File: src/rtl/ds_cmd_sequencer.sv
// Register-command sequencer for the DS1302 byte engine: FIFO-buffered commands in, one response each.
// Optional build macro DS_CMD_TIMEOUT_EN adds an ISSUE-state watchdog that aborts stalled commands.
module ds_cmd_sequencer #(
   parameter int unsigned FIFO_DEPTH     = 4,
   parameter int unsigned TIMEOUT_CYCLES = 65536
) (
   input  logic                          clk,
   input  logic                          rst_n,
   input  logic                          cmd_valid,
   output logic                          cmd_ready,
   input  logic                          cmd_write,
   input  logic                          cmd_ram,
   input  logic [4:0]                    cmd_reg,
   input  logic [7:0]                    cmd_wdata,
   output logic [1:0]                    func_start,
   input  logic                          func_done,
   input  logic [7:0]                    func_rdata,
   output logic [7:0]                    register_addr,
   output logic [7:0]                    write_data,
   output logic                          rsp_valid,
   output logic                          rsp_write,
   output logic [7:0]                    rsp_rdata,
   output logic                          rsp_timeout,
   output logic                          busy,
   output logic [$clog2(FIFO_DEPTH):0]   fifo_level
);

   localparam int unsigned PW = $clog2(FIFO_DEPTH);
   localparam int unsigned LW = PW + 1;

   if ((FIFO_DEPTH < 2) || ((FIFO_DEPTH & (FIFO_DEPTH - 1)) != 0) || (TIMEOUT_CYCLES < 2))
   begin : g_param_check
      $error("ds_cmd_sequencer: FIFO_DEPTH must be a power of two >= 2, TIMEOUT_CYCLES >= 2");
   end

   typedef enum logic [1:0] {StIdle, StIssue, StResp} state_e;

   state_e         state_q, state_d;
   logic [14:0]    mem_q [FIFO_DEPTH];
   logic [PW-1:0]  wr_ptr_q, rd_ptr_q;
   logic [LW-1:0]  level_q, level_d;
   logic           push, pop;
   logic [14:0]    head;

   logic [1:0]     func_start_q, func_start_d;
   logic [7:0]     addr_q, addr_d;
   logic [7:0]     wdata_q, wdata_d;
   logic           rsp_valid_q, rsp_valid_d;
   logic           rsp_write_q, rsp_write_d;
   logic [7:0]     rsp_rdata_q, rsp_rdata_d;
   logic           rsp_timeout_q, rsp_timeout_d;

`ifdef DS_CMD_TIMEOUT_EN
   localparam int unsigned TW = $clog2(TIMEOUT_CYCLES);
   logic [TW-1:0]  tmo_q, tmo_d;
`endif

   assign cmd_ready = (level_q != LW'(FIFO_DEPTH));
   assign push      = cmd_valid && cmd_ready;
   assign head      = mem_q[rd_ptr_q];

   always_comb begin
      level_d = level_q;
      unique case ({push, pop})
         2'b10:   level_d = level_q + LW'(1);
         2'b01:   level_d = level_q - LW'(1);
         default: level_d = level_q;
      endcase
   end

   // Entry layout {write, ram, reg[4:0], wdata[7:0]}.
   always_ff @(posedge clk) begin
      if (push) mem_q[wr_ptr_q] <= {cmd_write, cmd_ram, cmd_reg, cmd_wdata};
   end

   always_comb begin
      state_d       = state_q;
      pop           = 1'b0;
      func_start_d  = func_start_q;
      addr_d        = addr_q;
      wdata_d       = wdata_q;
      rsp_valid_d   = 1'b0;
      rsp_write_d   = rsp_write_q;
      rsp_rdata_d   = rsp_rdata_q;
      rsp_timeout_d = rsp_timeout_q;
`ifdef DS_CMD_TIMEOUT_EN
      tmo_d         = tmo_q;
`endif
      unique case (state_q)
         StIdle: begin
            if (level_q != '0) begin
               pop          = 1'b1;
               addr_d       = {1'b1, head[13], head[12:8], ~head[14]};
               if (head[14]) wdata_d = head[7:0];
               func_start_d = head[14] ? 2'b10 : 2'b01;
`ifdef DS_CMD_TIMEOUT_EN
               tmo_d        = '0;
`endif
               state_d      = StIssue;
            end
         end
         StIssue: begin
            // func_start_q[1] still carries the write bit of the command in flight.
            if (func_done) begin
               func_start_d  = 2'b00;
               rsp_valid_d   = 1'b1;
               rsp_write_d   = func_start_q[1];
               rsp_rdata_d   = func_start_q[1] ? 8'h00 : func_rdata;
               rsp_timeout_d = 1'b0;
               state_d       = StResp;
            end
`ifdef DS_CMD_TIMEOUT_EN
            else if (tmo_q == TW'(TIMEOUT_CYCLES - 1)) begin
               func_start_d  = 2'b00;
               rsp_valid_d   = 1'b1;
               rsp_write_d   = func_start_q[1];
               rsp_rdata_d   = 8'h00;
               rsp_timeout_d = 1'b1;
               state_d       = StResp;
            end else begin
               tmo_d = tmo_q + TW'(1);
            end
`endif
         end
         StResp: begin
            state_d = StIdle;
         end
         default: begin
            state_d = StIdle;
         end
      endcase
   end

   always_ff @(posedge clk or negedge rst_n) begin
      if (!rst_n) begin
         state_q       <= StIdle;
         wr_ptr_q      <= '0;
         rd_ptr_q      <= '0;
         level_q       <= '0;
         func_start_q  <= 2'b00;
         addr_q        <= 8'h00;
         wdata_q       <= 8'h00;
         rsp_valid_q   <= 1'b0;
         rsp_write_q   <= 1'b0;
         rsp_rdata_q   <= 8'h00;
         rsp_timeout_q <= 1'b0;
`ifdef DS_CMD_TIMEOUT_EN
         tmo_q         <= '0;
`endif
      end else begin
         state_q       <= state_d;
         if (push) wr_ptr_q <= wr_ptr_q + PW'(1);
         if (pop)  rd_ptr_q <= rd_ptr_q + PW'(1);
         level_q       <= level_d;
         func_start_q  <= func_start_d;
         addr_q        <= addr_d;
         wdata_q       <= wdata_d;
         rsp_valid_q   <= rsp_valid_d;
         rsp_write_q   <= rsp_write_d;
         rsp_rdata_q   <= rsp_rdata_d;
         rsp_timeout_q <= rsp_timeout_d;
`ifdef DS_CMD_TIMEOUT_EN
         tmo_q         <= tmo_d;
`endif
      end
   end

   assign func_start    = func_start_q;
   assign register_addr = addr_q;
   assign write_data    = wdata_q;
   assign rsp_valid     = rsp_valid_q;
   assign rsp_write     = rsp_write_q;
   assign rsp_rdata     = rsp_rdata_q;
   assign rsp_timeout   = rsp_timeout_q;
   assign busy          = (state_q != StIdle) || (level_q != '0);
   assign fifo_level    = level_q;

endmodule

File: config.mk
export PLATFORM = sky130hd
export DESIGN_NAME = ds_cmd_sequencer
export DESIGN_NICKNAME = d
export VERILOG_FILES = /design/src/rtl/ds_cmd_sequencer.sv
export SDC_FILE = /design/constraint.sdc
export NUM_CORES = 1
export LEC_CHECK = 0
export BUFFER_PORTS_ARGS = -buffer_cell sky130_fd_sc_hd__buf_2
export CORE_MARGIN = 4
export CORE_UTILIZATION = 30
export DETAILED_ROUTE_END_ITERATION = 12
export HOLD_SLACK_MARGIN = 0.03
export PLACE_DENSITY_LB_ADDON = 0.2
export SLEW_MARGIN = 25
export SYNTH_ARGS = -nofsm -noshare
export SYNTH_HDL_FRONTEND = slang
export SYNTH_SLANG_ARGS = --single-unit
File: constraint.sdc
create_clock -name clk -period 2.1 [get_ports clk]
set_input_delay 0.105 -clock clk [delete_from_list [all_inputs] [get_ports clk]]
set_output_delay 0.105 -clock clk [all_outputs]
set_load 0.02 [all_outputs]
Word-level counts from Yosys, hierarchy flattened
Memory sizes are Yosys's and may differ from the RTL's.
Cells that the tools add are included.
Widths: inputs -> output; s select.
{ "op_classes": {"addsub": 4, "n_mul": 0, "div": 0, "n_lt_le_gt_ge": 0, "eq_ne": 6, "shifts": 0, "n_mux": 15, "bitwise": 1, "reduce_logical": 12} }
{ "op_table": {"columns": ["operator", "n"], "rows": [
  ["$mux 2", 5],
  ["$mux 8", 1],
  ["$pmux 2 s2", 2],
  ["$mux 1", 6],
  ["$pmux 3 s2", 1],
  ["$reduce_and 2->1", 3],
  ["$reduce_and 3->1", 2],
  ["$reduce_bool 2->1", 3],
  ["$add 2x1->2 const B", 2],
  ["$eq 2x1->1 const B", 2],
  ["$ne 2x2->1 const B", 2],
  ["$add 3x1->3 const B", 1],
  ["$ne 3x3->1 const B", 1],
  ["$reduce_bool 3->1", 1],
  ["$sub 3x1->3 const B", 1],
  ["$eq 2x2->1 const B", 1],
  ["$logic_not 2->1", 1],
  ["$logic_and 1x1->1", 1],
  ["$logic_or 1x1->1", 1],
  ["$not 1->1", 1]
]} }
{ "word_totals": {"regBits": 37, "latch_bits": 0, "ram_bits": 60, "romBits": 0, "input_bits": 27, "elab_cells": 49, "mem_count": 1} }
{ "mem_list": {"columns": ["memory", "depth", "width", "read_ports", "rd_clocked_by_memory_dff", "write_ports", "line", "text"], "rows": [
  ["mem_q", 4, 15, 1, 0, 1, "39", "logic [14:0] mem_q [FIFO_DEPTH];"]
]} }

Logic depth before layout (Yosys ltp)
{ "depth": {"depth_word": 5, "mapped_depth": 9, "depth_no_buf": 9} }

Worst setup path after synthesis
OpenSTA, ideal clock, no wires.
{ "synth_path": {"kind": "reg2reg", "start": "reg level_q[0], in the netlist fifo_level[0]", "end": "reg level_q[2], in the netlist fifo_level[2]", "setup_time_ns": 0.080, "arrival_time_ns": 2.281, "t_required_ns": 2.020, "path_slack_ns": -0.260, "path_stages_with_launch": 10, "path_buffers": 0, "path_cell_list": "dfrtp_1 or3b_1 and2_1 inv_1 ha_1 inv_1 fa_1 xor2_1 nor2_1 xor2_1"} }
{ "synth_via": {"elab_cells_between_ends": 11, "cone_classes": "add/sub: 2; eq/ne: 3; mux: 3; reduce/logical: 3"} }
{ "synth_rtl": {"columns": ["item", "line", "text"], "rows": [
  ["from (decl)", "41", "logic [LW-1:0] level_q, level_d;"],
  ["from (signal assigned)", "154", "level_q <= level_d;"],
  ["$ne 3x3->1 (*)", "58", "assign cmd_ready = (level_q != LW'(FIFO_DEPTH));"],
  ["net cmd_ready", "10", "output logic cmd_ready,"],
  ["$logic_and 1x1->1 (*)", "59", "assign push = cmd_valid && cmd_ready;"],
  ["$eq 2x1->1 / $eq 2x2->1 (equally long branches)", "64", "unique case ({push, pop})"],
  ["$pmux 3 s2 / $reduce_bool 2->1 (equally long branches)", null, null]
]} }
The timed path passes the listed nets; every way through them passes the cells marked *.
A chain may end at the register's enable or synchronous reset.

Final worst setup path
{ "layout_path": {"start": "reg level_q[0], in the netlist fifo_level[0]", "end": "reg level_q[2], in the netlist fifo_level[2]"} }
{ "layout_via": {"elab_chain_len": 5, "elab_cells_between_ends": 11, "cone_classes": "add/sub: 2; eq/ne: 3; mux: 3; reduce/logical: 3"} }
{ "layout_rtl": {"columns": ["item", "line", "text"], "rows": [
  ["$reduce_bool 3->1", "91", "if (level_q != '0) begin"],
  ["$mux 1", "91", null],
  ["$mux 1", "89", "unique case (state_q)"],
  ["$eq 2x1->1 / $eq 2x2->1 (equally long branches)", "64", null],
  ["$pmux 3 s2 / $reduce_bool 2->1 (equally long branches)", null, null]
]} }
Parallel ways exist; a longest one is shown, timed or not.

==> impl_metrics.py <==
metrics = {
    "grt": {
        "first_global_vias": 2177,
        "antenna_found_initial": 0,
        "grt_max_degree": 38,
        "overflow": 0,
        "grt_pass1_wl_um": 11900,
        "grt_use_total": 0.109,
    },
    "clocking": {
        "cts_resized": 0,
        "cts_tree": "built",
        "htreeDepth": 3,
        "clockRootBuffer": "clkbuf_16",
        "cts_buffers": 9,
        "numClockSinks": 97,
        "ctsLongestPathBuffers": 2,
        "clkLatencyLatePin_ns": 0.33,
        "clk_pin_slew_ns": 0.06,
    },
    "synthesis": {
        "synth_top_area_frac": 0.478,
        "postSynthCellCount": 206,
        "synth.top_cells.by_area": "edfxtp_1 48%, dfrtp_1 25%, mux4_2 5.4%, mux2_2 4.5%, mux4_1 4.2%",
        "yosysWarnings": 0,
        "synth.avg_cell_area_um2": 18.3,
        "syn_nets": 239,
        "synth-edff-count": 60,
        "ys.flop_type": "edfxtp_1",
        "async_flop_share": 0.381,
        "synth_top_area_cell": "edfxtp_1",
        "netlist_area_um2": 3770,
        "ys_ff_latch": 97,
        "yosys-top-cells-count": "60 x edfxtp_1, 37 x dfrtp_1, 15 x mux2_2",
        "synth_seq_area_share": 0.723,
        "yosysMostFrequentCell": "edfxtp_1",
        "ys_types": 33,
    },
    "routing": {
        "drtAntennaViolNets": 0,
        "routedWlPerCell_um": 15.3,
        "first_pass_iters": 4,
        "drc": 0,
        "drt_iter0_markers": 88,
        "routed_wirelength_um": 7300,
        "via_per_inst": 4.23,
        "vias": 2021,
    },
    "floorplan": {
        "die_w_um": 120,
        "initial_core_util": 0.310,
        "fp.dieH_um": 120,
        "die-area_um2": 14400,
        "core-area_um2": 12200,
        "fp-row-count": 40,
        "boundaryPins": 61,
    },
    "sta": {
        "finClkSkew_ns": 0.00436,
        "hold_viol": 0,
        "maxSlewViolCount": 0,
        "setup_viol": 0,
        "fmax_ghz": 0.507,
        "rsz0062_at_grt": "yes",
        "period_minus_slack_ns": 1.97,
        "worstMarginPinSlew_ns": 0.885,
        "setup_slack_ns": 0.126,
        "finalCritPeriodShare": 0.940,
        "slew_headroom": 0.410,
    },
    "setup_path": {
        "cp-start-kind": "flip-flop",
        "cp.required_ns": 2.36,
        "path_class": "flip-flop to flip-flop",
        "end_kind": "flip-flop",
        "path_max_fanout": 2,
        "crit_arrival_ns": 2.23,
    },
    "finish": {
        "num-fill-cells": 1141,
        "layoutNonFillerInstCount": 478,
        "postLayoutCoreUtil": 0.401,
        "drive_above_1_share": 0.384,
        "syn2layout_area_growth_pct": 29.2,
        "num-nets-final": 338,
        "antenna_cells": 0,
    },
    "placed_design": {
        "place_inst": 436,
        "place_congestion": 0.690,
        "dp_hpwl_um": 4630,
        "pre_cts_slack_ns": 0.0686,
        "port_buffers": 59,
    },
    "pwr": {
        "irDropWorstVdd_v": 0.000552,
        "p_leak_nw": 1.95,
        "total_power_mw": 7.05,
        "power_density_nw_per_um2": 1450,
    },
    "hold_path": {
        "hp-class": "input port to flip-flop",
    },
    "job": {
        "maxCapViolCount": 0,
    },
    "outcome": {
        "status": "completed",
    },
}
## stage by stage
| stage | hold slack (ns) | TNS [ns] | instance area [um^2] |
|---|---|---|---|
| finish | 0.253 | 0 | 4870 |
| floorplan | -0.191 | -0.0250 | 3800 |
| global placement | 0.285 | 0 | 4330 |
| CTS | 0.156 | 0 | 4870 |
| global route | 0.259 | -0.000998 | 4870 |
| detailed placement | 0.296 | 0 | 4330 |
## repair_timing
| item | in CTS | in global routing |
|---|---|---|
| setup buffers | 0 | 1 |
| setup endpoints to repair | 0 | 1 |
| hold buffers | 25 | 0 |
| hold endpoints to repair | 106 | 0 |
## metal layers
metal	part of all wire	vias to the layer above	global-route usage
met5	0	-	0
met4	0.012	0	0.0301
met3	0.057	10	0.0438
met2	0.48	55	0.175
met1	0.45	998	0.137
li1	-	958	-
## path summary, 6_finish.rpt
| path | start | end | slack (ns) | cells after the start |
|---|---|---|---|---|
| max reg2reg | fifo_level[0] | fifo_level[2] | 0.13 | 9 |
| min in group asynchronous | rst_n | rsp_rdata[2] | 0.43 | 2 |
| min | cmd_valid | wr_ptr_q[0] | 0.25 | 4 |
| max in group asynchronous | rst_n | fifo_level[2] | 1.07 | 2 |
| max | fifo_level[0] | fifo_level[2] | 0.13 | 9 |
| min reg2reg | register_addr[7] | register_addr[7] | 0.47 | 1 |
## layout by cell type, fill, tap and decap left out, drive strengths merged
cell type	instances
mux2i	2
nand3	2
nand2b	10
dfrtp	37
dlygate4sd3	25
o21a	1
fa	1
nand2	12
ha	5
conb	1
edfxtp	60
and2	1
nor3	1
or3b	1
xnor2	4
or3	1
nand3b	1
bufinv	1
o21ai	10
mux2	16
nor2	2
xor2	2
inv	9
clkinv	1
clkinvlp	1
mux4	15
clkbuf	13
buf	71
and3	4
## critical path: stages (launching register included)
cell and delay [ns]:
dfrtp_2 0.40, or3b_4 0.40, and2_4 0.15, inv_2 0.06, ha_4 0.13, inv_2 0.03, fa_2 0.32, xor2_1 0.14
nor2_1 0.11, xor2_1 0.15
## cell families after synthesis
kind of cell	count (synthesis)	synth area share
AOI/OAI and AO/OA	11	0.0153
xor gates and xnor gates	6	0.0139
adders and majority gates	6	0.0219
buffers and inverters	17	0.0222
DFF	97	0.723
muxes	33	0.149
other	1	0.000994
and+or+nand+nor	35	0.0541
## power by group
| part | switching, mW | internal (mW) |
|---|---|---|
| Clock | 0.634 | 0.920 |
| Sequential | 0.248 | 2.65 |
| Combinational | 1.39 | 1.21 |
## flip-flops by register name (all words and copies together), names as in the netlist, 3 cells and up
name,flops
register_addr,8
rsp_rdata,8
mem_q,60
write_data,8
fifo_level,3
## cell type report
class	count	area [um^2]	share of cell area
clock buffers	13	240	0.0493
clock inverters	3	41.3	0.00847
inverters	9	33.8	0.00693
multi-input cells	92	981	0.201
flip-flops and latches	97	2730	0.560
well taps	168	210	0.0431
repair buffers	96	636	0.130
Power figures use the tool's default switching activity.
